[src/rtl/zoom_pkg.sv]
// Shared types and default geometry for the zoom address pipeline.
package zoom_pkg;

  typedef enum logic [2:0] {
    ZOOM_1X   = 3'b000,
    ZOOM_IN2  = 3'b001,
    ZOOM_IN4  = 3'b010,
    ZOOM_OUT2 = 3'b011,
    ZOOM_OUT4 = 3'b100
  } zoom_op_t;

  typedef enum logic [1:0] {
    RUN,
    DRAIN,
    COMMIT
  } fsm_t;

  localparam int DEF_IMG_W   = 320;
  localparam int DEF_IMG_H   = 240;
  localparam int DEF_SCR_W   = 640;
  localparam int DEF_SCR_H   = 480;
  localparam int DEF_BG_ADDR = 43385;

  // Reserved encodings fall back to unity zoom.
  function automatic zoom_op_t norm_op(logic [2:0] op);
    return (op > 3'b100) ? ZOOM_1X : zoom_op_t'(op);
  endfunction

endpackage

[src/rtl/zoom_axis_map.sv]
// Single-axis mapper: centred screen offset to source coordinate.
module zoom_axis_map
  import zoom_pkg::*;
#(
  parameter int CW = 10,
  parameter int W  = CW + 3
) (
  input  logic signed [W-1:0]  r,
  input  zoom_op_t             mode,
  input  logic signed [W-1:0]  half_size,
  input  logic signed [W-1:0]  size,
  output logic [CW-1:0]        s,
  output logic                 inside_img
);

  logic signed [W-1:0] sc;
  logic signed [W-1:0] sf;

  always_comb begin
    sc = r;
    unique case (mode)
      ZOOM_IN2:  sc = r >>> 1;
      ZOOM_IN4:  sc = r >>> 2;
      ZOOM_OUT2: sc = r <<< 1;
      ZOOM_OUT4: sc = r <<< 2;
      default:   sc = r;
    endcase
  end

  assign sf = sc + half_size;
  assign inside_img = !sf[W-1] && (sf < size);
  assign s = sf[CW-1:0];

endmodule

[src/rtl/zoom_addr_pipe.sv]
// Three-stage screen-to-frame-buffer address pipeline with
// drained, handshaken zoom-mode changes.
module zoom_addr_pipe
  import zoom_pkg::*;
#(
  parameter int IMG_W   = DEF_IMG_W,
  parameter int IMG_H   = DEF_IMG_H,
  parameter int SCR_W   = DEF_SCR_W,
  parameter int SCR_H   = DEF_SCR_H,
  parameter int COORD_W = 10,
  parameter int ADDR_W  = 17,
  parameter logic [ADDR_W-1:0] BG_ADDR = ADDR_W'(DEF_BG_ADDR)
) (
  input  logic               clock,
  input  logic               reset,
  input  logic               in_valid,
  output logic               in_ready,
  input  logic [COORD_W-1:0] x_in,
  input  logic [COORD_W-1:0] y_in,
  input  logic [2:0]         op,
  input  logic               op_req,
  output logic               zoom_done,
  output logic               out_valid,
  input  logic               out_ready,
  output logic [COORD_W-1:0] x_out,
  output logic [COORD_W-1:0] y_out,
  output logic               in_image,
  output logic [ADDR_W-1:0]  address
);

  localparam int W = COORD_W + 3;
  typedef logic signed [W-1:0] sw_t;

  fsm_t     state, state_nx;
  zoom_op_t mode, pending;

  logic adv, accept, drained;

  logic     v1, v2;
  sw_t      rx1, ry1;
  zoom_op_t m1;

  logic [COORD_W-1:0] sx, sy, sx2, sy2;
  logic               hx, hy, in2;

  assign adv       = !out_valid || out_ready;
  assign accept    = in_valid && in_ready;
  assign drained   = !v1 && !v2 && !out_valid;

  always_ff @(posedge clock or posedge reset) begin
    if (reset) state <= RUN;
    else       state <= state_nx;
  end

  always_comb begin
    state_nx  = state;
    in_ready  = 1'b0;
    zoom_done = 1'b0;
    unique case (state)
      RUN: begin
        in_ready = adv;
        if (op_req) state_nx = DRAIN;
      end
      DRAIN: begin
        if (drained) state_nx = COMMIT;
      end
      COMMIT: begin
        zoom_done = 1'b1;
        state_nx  = RUN;
      end
      default: state_nx = RUN;
    endcase
  end

  always_ff @(posedge clock or posedge reset) begin
    if (reset) begin
      mode    <= ZOOM_1X;
      pending <= ZOOM_1X;
    end else begin
      if (op_req && state != COMMIT) pending <= norm_op(op);
      if (state == COMMIT)           mode    <= pending;
    end
  end

  zoom_axis_map #(.CW(COORD_W)) u_map_x (
    .r          (rx1),
    .mode       (m1),
    .half_size  (sw_t'(IMG_W / 2)),
    .size       (sw_t'(IMG_W)),
    .s          (sx),
    .inside_img (hx)
  );

  zoom_axis_map #(.CW(COORD_W)) u_map_y (
    .r          (ry1),
    .mode       (m1),
    .half_size  (sw_t'(IMG_H / 2)),
    .size       (sw_t'(IMG_H)),
    .s          (sy),
    .inside_img (hy)
  );

  // Each beat carries the mode sampled at acceptance.
  always_ff @(posedge clock or posedge reset) begin
    if (reset) begin
      v1        <= 1'b0;
      rx1       <= '0;
      ry1       <= '0;
      m1        <= ZOOM_1X;
      v2        <= 1'b0;
      sx2       <= '0;
      sy2       <= '0;
      in2       <= 1'b0;
      out_valid <= 1'b0;
      x_out     <= '0;
      y_out     <= '0;
      in_image  <= 1'b0;
      address   <= BG_ADDR;
    end else if (adv) begin
      v1 <= accept;
      if (accept) begin
        rx1 <= sw_t'({3'b000, x_in}) - sw_t'(SCR_W / 2);
        ry1 <= sw_t'({3'b000, y_in}) - sw_t'(SCR_H / 2);
        m1  <= mode;
      end
      v2 <= v1;
      if (v1) begin
        sx2 <= sx;
        sy2 <= sy;
        in2 <= hx && hy;
      end
      out_valid <= v2;
      if (v2) begin
        in_image <= in2;
        if (in2) begin
          x_out   <= sx2;
          y_out   <= sy2;
          address <= ADDR_W'(sy2) * ADDR_W'(IMG_W) + ADDR_W'(sx2);
        end else begin
          x_out   <= '0;
          y_out   <= '0;
          address <= BG_ADDR;
        end
      end
    end
  end

endmodule

[config.mk]
export PLATFORM = sky130hd
export DESIGN_NAME = zoom_addr_pipe
export DESIGN_NICKNAME = d
export VERILOG_FILES = /design/src/rtl/zoom_pkg.sv /design/src/rtl/zoom_axis_map.sv /design/src/rtl/zoom_addr_pipe.sv
export SDC_FILE = /design/constraint.sdc
export NUM_CORES = 1
export LEC_CHECK = 0
export ABC_AREA = 1
export CAP_MARGIN = 20
export CORE_ASPECT_RATIO = 1.4
export CORE_MARGIN = 2
export CORE_UTILIZATION = 50
export CTS_CLUSTER_SIZE = 12
export DETAILED_ROUTE_END_ITERATION = 10
export GPL_TIMING_DRIVEN = 1
export PLACE_DENSITY = 0.73
export SLEW_MARGIN = 20
export SYNTH_ARGS = -nofsm -noshare
export SYNTH_HDL_FRONTEND = slang
export SYNTH_SLANG_ARGS = --single-unit
[constraint.sdc]
create_clock -name clock -period 5.98 [get_ports clock]
set_input_delay 1.196 -clock clock [delete_from_list [all_inputs] [get_ports clock]]
set_output_delay 1.196 -clock clock [all_outputs]
set_load 0.01 [all_outputs]
==> results.md, run 1 <==
* Area contributors post-synth: dfrtp_1 38%, nand2_1 12%, o21ai_0 5.6%
* Clk slew on worst S/H paths at 70 ps
* Layout cell share with drive strength beyond 1 at 12.0%
* Hpwl dp at 9.44 mm
* Final Critical Period at 3710 ps
* Post-route ant nets at 0
* Tot Pwr at 3.99 mW
* Worst-path cell chain: clkdlybuf4s50_1 > nor2_1 > nor2_1 > clkdlybuf4s50_1
* 1st-iter DRT viols at 217
* Clock root buffer: clkbuf_16
* Area delta synth->final at 18.8%
* CTS tree: built
* Largest area contributor in the netlist: dfrtp_1
* Post-Syn Area per Cell at 8.17 um^2
* Clock skew at 4.75 ps
* Clk buf depth at 2
* Storage cell area at around 0.0023 mm^2
* Yosys reg bits at 93
* Critical Path Fanout Max at 4
* Fin. max-slew vios at 0
* Post-synth top flop: dfrtp_1
* Total number of vias at 4,724
* Synth Warn # at 0
* Drt total wl at 12.4 mm
* # diodes at 0
* CP startpoint kind: input port
* Die Ht at between 100 and 150 um
* Num CTS Buffers at 9
* Syn nets at 736
* Slew @ Worst Pin at 942 ps
* Vias in the first global route at 4,634
* Final Hold Viols at 0
* Ys async rst share at between 90% and 100%
* Crit. End Element: output port
* PostCTS Resize Cnt at 0
* # nets final at 797
* Core area at 0.0109 mm^2
* Total negative slack at 0 ps
* Slowest-stage cell, CP: clkdlybuf4s50_1
* Wire length per cell at 13.9 um
* DRT Pass-1 Iters at 7
* Clock sink count at just over 90
* Post-synthesis sequential area ratio at 41.9%
* Distinct cells, synth at ~50
* Initial antenna violation count at 0
* Status: complete, no violations
* CP arrival at ~2500 ps
* Slew headroom at between 30% and 40%
* GRT Util Overall at 22.2%
* CTS Hold Bufs at 0
* Area of the multi-input gates at approximately 0.0028 mm^2
* Die Wd at 93.3 um
* Leakage power at slightly above 3 nW
* Number of enable flip-flop cells after synthesis at 0
* Required time of the critical path at roughly 4800 ps
* CP peak stage delay at 500 ps
* Pwr Density at around 600 mW/mm^2
* Tightest Hold Check Type: flip-flop to flip-flop
* First-pass GRT wire length at 21.4 mm
* Die area at 0.0120 mm^2
* Beginning of the critical path: out_ready
* Remaining global-route overflow at 0
* Max Clock Freq at 0.269 GHz
* Placer Congestion at just under 0.9
* Io pins at 69
* Final core utilization at 61.0%
* Largest net degree at the start of global routing at 51
* VDD IR max at 247 uV
* # setup viols final at 0
* Crit Path Category: input port to output port
* Postcts setup bufs at 0
* Syn Inst Count at 683
* Fin crit share at between 60% and 70%
* Share of the synthesized area in the top cell type at 37.7%
* Syn Std Cell Area at around 0.0056 mm^2
* Vias per cell at around 5.3
* Hold_sp: y_out[8]
* Crit Reg-Reg Startpoint: out_valid
* # DRC at 0
* H-tree depth at 3
* Max-cap viol count at 0
* Clock Latency Late Sink at 350 ps
* FILL cells at between 900 and 1,000
* Row cnt at 45
* RSZ-0062 raised after global routing: false
* Starting Density at 51.3%
* Port Buffers at roughly 70
[layout by cell type, fill, tap and decap left out, types with 9 or more instances in the layout]
cell / netlist / final
xor2_1: 9 / 9
clkbuf_16: 0 / 9
nand3_1: 40 / 40
dfstp_2: 9 / 9
inv_1: 68 / 67
nor2_2: 12 / 12
nand2_1: 178 / 178
a22o_1: 11 / 11
nand2_2: 11 / 11
nor2_1: 50 / 50
clkdlybuf4s50_1: 0 / 68
ha_1: 23 / 23
a21oi_1: 19 / 19
o22ai_1: 9 / 9
dfrtp_1: 84 / 84
o21ai_0: 62 / 62
[power by group]
group	internal (mW)	total, mW	switching [mW]
registers	0.869	1.11	0.242
clock network	0.335	0.602	0.267
logic	0.864	2.28	1.41
[cell type report]
| cell class | count | area share, % |
|---|---|---|
| multi-input combinational | 491 | 42.0 |
| sequential | 93 | 35.3 |
| timing repair buffer | 71 | 10.6 |
| inverter | 78 | 4.70 |
| clock buffer | 9 | 3.40 |
| tap | 141 | 2.66 |
| clock inverter | 7 | 1.32 |
[sequential cells by signal, summed over array words and instances, names as in the netlist]
signal     count
m1             3
in2            1
state          2
v1             1
x_out         10
mode           3
ry1           11
v2             1
in_image       1
out_valid      1
address       15
sy2           10
rx1           11
pending        3
y_out         10
sx2           10
[critical path, delay by kind of cell]
kind / cells / cell delay [ps]
simple gates: 2 / 430
buf+inv: 2 / 900
[path summary, 6_finish.rpt]
| path | cells past startpoint | slack (ps) | end |
|---|---|---|---|
| worst max-delay path | 4 | 2270 | in_ready |
| worst min-delay path | 2 | 490 | y_out[8] |
| worst max register to register | 7 | 3100 | x_out[4] |
| worst min register to register | 2 | 490 | y_out[8] |
| max in group asynchronous | 3 | 3640 | sy2[8] |
| min in group asynchronous | 2 | 1270 | x_out[0] |
[synthesized netlist by cell type (all sizes together) (2+ instances only)]
cell    number
nor3         3
nand2      192
dfrtp       84
buf          9
nor2        69
inv         77
clkbuf      12
o21ai       68
o221ai       2
nand3       45
a31oi        6
o21bai       2
a22o        11
a21oi       23
ha          23
xor2         9
nand4        6
o22ai        9
xnor2        5
dfstp        9
o211ai       2
nand3b       3
a221oi       4
fa           2
a32oi        2
[per-stage QoR]
step                      std cells  hold slack, ps  area, um^2  setup slack (ps)
after floorplan                 683             453        5580              2380
after global placement          874             466        6320              2100
after detailed placement        874             476        6320              1970
after CTS                       890             494        6630              2240
after global routing            890             520        6630              1920
final                           890             490        6630              2270
[metal layers]
metal	vias up	wire [um]	global-route usage, %
met5	-	0	0
met4	0	197	7.01
met3	16	382	2.87
met2	99	6590	41.4
met1	2239	5210	26.1
li1	2370	-	-
[cell families after synthesis]
kind of cell             Yosys count  synth area share (%)
AND/OR/NAND/NOR                  319                  26.9
buffers and inverters             99                  8.12
adder cells (fa/ha/maj)           25                  5.88
XOR/XNOR                          14                  2.20
AO/OA/AOI/OAI                    133                  15.0
flip-flops                        93                  41.9
(Power assumes the default switching activity.)
==> run 2, diff against run 1 <==
--- a/config.mk
+++ b/config.mk
@@ -13,7 +13,7 @@
 export CTS_CLUSTER_SIZE = 12
 export DETAILED_ROUTE_END_ITERATION = 10
 export GPL_TIMING_DRIVEN = 1
-export PLACE_DENSITY = 0.73
+export PLACE_DENSITY = 0.76
 export SLEW_MARGIN = 20
 export SYNTH_ARGS = -nofsm -noshare
 export SYNTH_HDL_FRONTEND = slang
==> constraint.sdc (replaced) <==
create_clock -name clock -period 3.35 [get_ports clock]
set_input_delay 0.67 -clock clock [delete_from_list [all_inputs] [get_ports clock]]
set_output_delay 0.67 -clock clock [all_outputs]
set_load 0.01 [all_outputs]
==> run 2 against run 1 <==
  * Non-clock buffer count rose by 4
  * Register-to-register slack got worse by 2400 ps
  * Clock skew up 3.1 ps
  * Worst setup slack lost 1600 ps
  * Cell area rose by 0.34%
  * Core utilization up 0.21 points
  * Critical path depth up 12
  * Via count is 0.42% lower
  * Routed wire length up 1.0%
  * Largest cell class unchanged
==> results.md, run 2 (synthesis gave the netlist of run 1 again) <==
* Die Wd at 93.3 um
* Status: complete, no violations
* Required time of the critical path at approximately 3600 ps
* Clock Latency Late Sink at around 350 ps
* Clk buf depth at 2
* Bufs and invs on worst path at 3
* Final Hold Viols at 0
* CP peak stage delay at 570 ps
* Commonest non-fill, non-tap cell in the layout: nand2_1
* Pwr Density at 1060 mW/mm^2
* Worst R2R Setup Slack at between 600 and 700 ps
* Post-route ant nets at 0
* Dpl cell area at around 0.0064 mm^2
* PostCTS Resize Cnt at 0
* Hpwl dp at between 9 and 10 mm
* Port Buffers at 68
* Area delta synth->final at 19.2%
* Tightest Hold Check Type: flip-flop to flip-flop
* 1st-iter DRT viols at approximately 280
* Slowest-stage cell, CP: dfrtp_1
* GRT Util Overall at 22.5%
* Starting Density at 51.3%
* Vias in the first global route at around 4,600
* Layout cell share with drive strength beyond 1 at 12.5%
* Total number of vias at 4,704
* Clock sink count at 93
* Drt total wl at 12.5 mm
* Initial antenna violation count at 0
* Crit. End Element: flip-flop
* Io pins at 69
* # nets final at 801
* CP arrival at 2940 ps
* Num CTS Buffers at 9
* Largest Register: address
* FILL cells at 966
* Crit Path Category: flip-flop to flip-flop
* Placer Congestion at 0.872
* Max-cap viol count at 0
* Area of the multi-input gates at 0.00279 mm^2
* Leakage power at just over 3 nW
* Die area at between 0.01 and 0.015 mm^2
* Row cnt at 45
* CTS tree: built
* Storage cell area at 0.00234 mm^2
* Clock skew at 7.80 ps
* H-tree depth at 3
* Largest net degree at the start of global routing at 63
* Commonest non-fill, non-tap cells in the layout: 178 x nand2_1, 84 x dfrtp_1, 68 x clkdlybuf4s50_1
* Die Ht at 129 um
* CP startpoint kind: flip-flop
* Fin. max-slew vios at 0
* Remaining global-route overflow at 0
* Wire length per cell at between 10 and 15 um
* DRT Pass-1 Iters at 4
* # diodes at 0
* RSZ-0062 raised after global routing: false
* Slew headroom at between 40% and 50%
* # DRC at 0
* Total negative slack at 0 ps
* First-pass GRT wire length at roughly 21 mm
* CTS Hold Bufs at 0
* Core area at 0.0109 mm^2
* Post-route cell area at ~0.0067 mm^2
* VDD IR max at ~460 uV
* Worst-path cell chain: nor2_4 > nand2_4 > nand2_4 > inv_4 > nand2_1 > nand2_1 > inv_1 > ha_1 > inv_1 > nor2_1 > nand2_2 > xnor2_1 > nor2_1 > nor2_1 > nand2_1 > o21bai_2
* Slew @ Worst Pin at 800 ps
* Clock root buffer: clkbuf_16
* Largest registers: address x15, rx1 x11, ry1 x11
* Final Critical Period at approximately 2700 ps
* Max Clock Freq at 0.376 GHz
* Max reg flops at 15
* Fin crit share at 79.5%
* Critical Path Fanout Max at 22
* Postcts setup bufs at 0
* Tot Pwr at 7.08 mW
* Clk slew on worst S/H paths at 70 ps
* Vias per cell at 5.26
* CP delay by family, top: simple AND/OR/NAND/NOR gates
* # setup viols final at 0
-- run 2: cell types whose count changed in the layout (fill, tap and decap cells not counted), sizes merged --
cell	change
clkinv	+2
clkbuf	+1
inv	-2
bufinv	-1
buf	+4
-- run 2: final timing paths --
check | from | to | depth (start not counted)
max | m1[1] | in2 | 16
min | address[9] | address[9] | 2
max reg2reg | m1[1] | in2 | 16
min reg2reg | address[9] | address[9] | 2
max in group asynchronous | reset | ry1[11] | 3
min in group asynchronous | reset | x_out[1] | 2
-- run 2: tightest hold or removal path, cell delays in order (launching register included) --
cell and delay (ps):
dfrtp_1 340, nand2_1 50, o21ai_0 50
-- run 2: final cells by class --
| cell class | instances | area share, % |
|---|---|---|
| Clock inverter | 6 | 0.809 |
| Timing Repair Buffer | 75 | 11.2 |
| Sequential cell | 93 | 35.2 |
| Tap cell | 141 | 2.65 |
| Clock buffer | 10 | 3.59 |
| Inverter | 78 | 4.68 |
| Multi-Input combinational cell | 491 | 41.9 |
-- run 2: report_power, final --
part / leakage [nW] / switching [mW] / internal, mW
Sequential: 1.18 / 0.442 / 1.55
Clock: 0.147 / 0.461 / 0.538
Combinational: 1.79 / 2.52 / 1.58
Total: 3.11 / 3.42 / 3.66
-- run 2: metal layers --
layer / vias to the layer above / share of wire, % / GRT usage, %
met3: 16 / 2.9 / 3.45
li1: 2383 / - / -
met4: 0 / 1.8 / 8.82
met2: 78 / 53 / 40.9
met1: 2227 / 42 / 26.4
met5: - / 0 / 0
-- run 2: through the flow --
stage | hold slack (ps) | utilization, % | std cells | setup WS [ps]
after floorplan | 453 | - | 683 | 275
after global placement | 465 | 58.5 | 878 | 737
after detailed placement | 472 | 58.5 | 878 | 702
after CTS | 489 | 61.2 | 894 | 668
after global routing | 505 | 61.2 | 894 | 437
final | 480 | 61.2 | 894 | 688
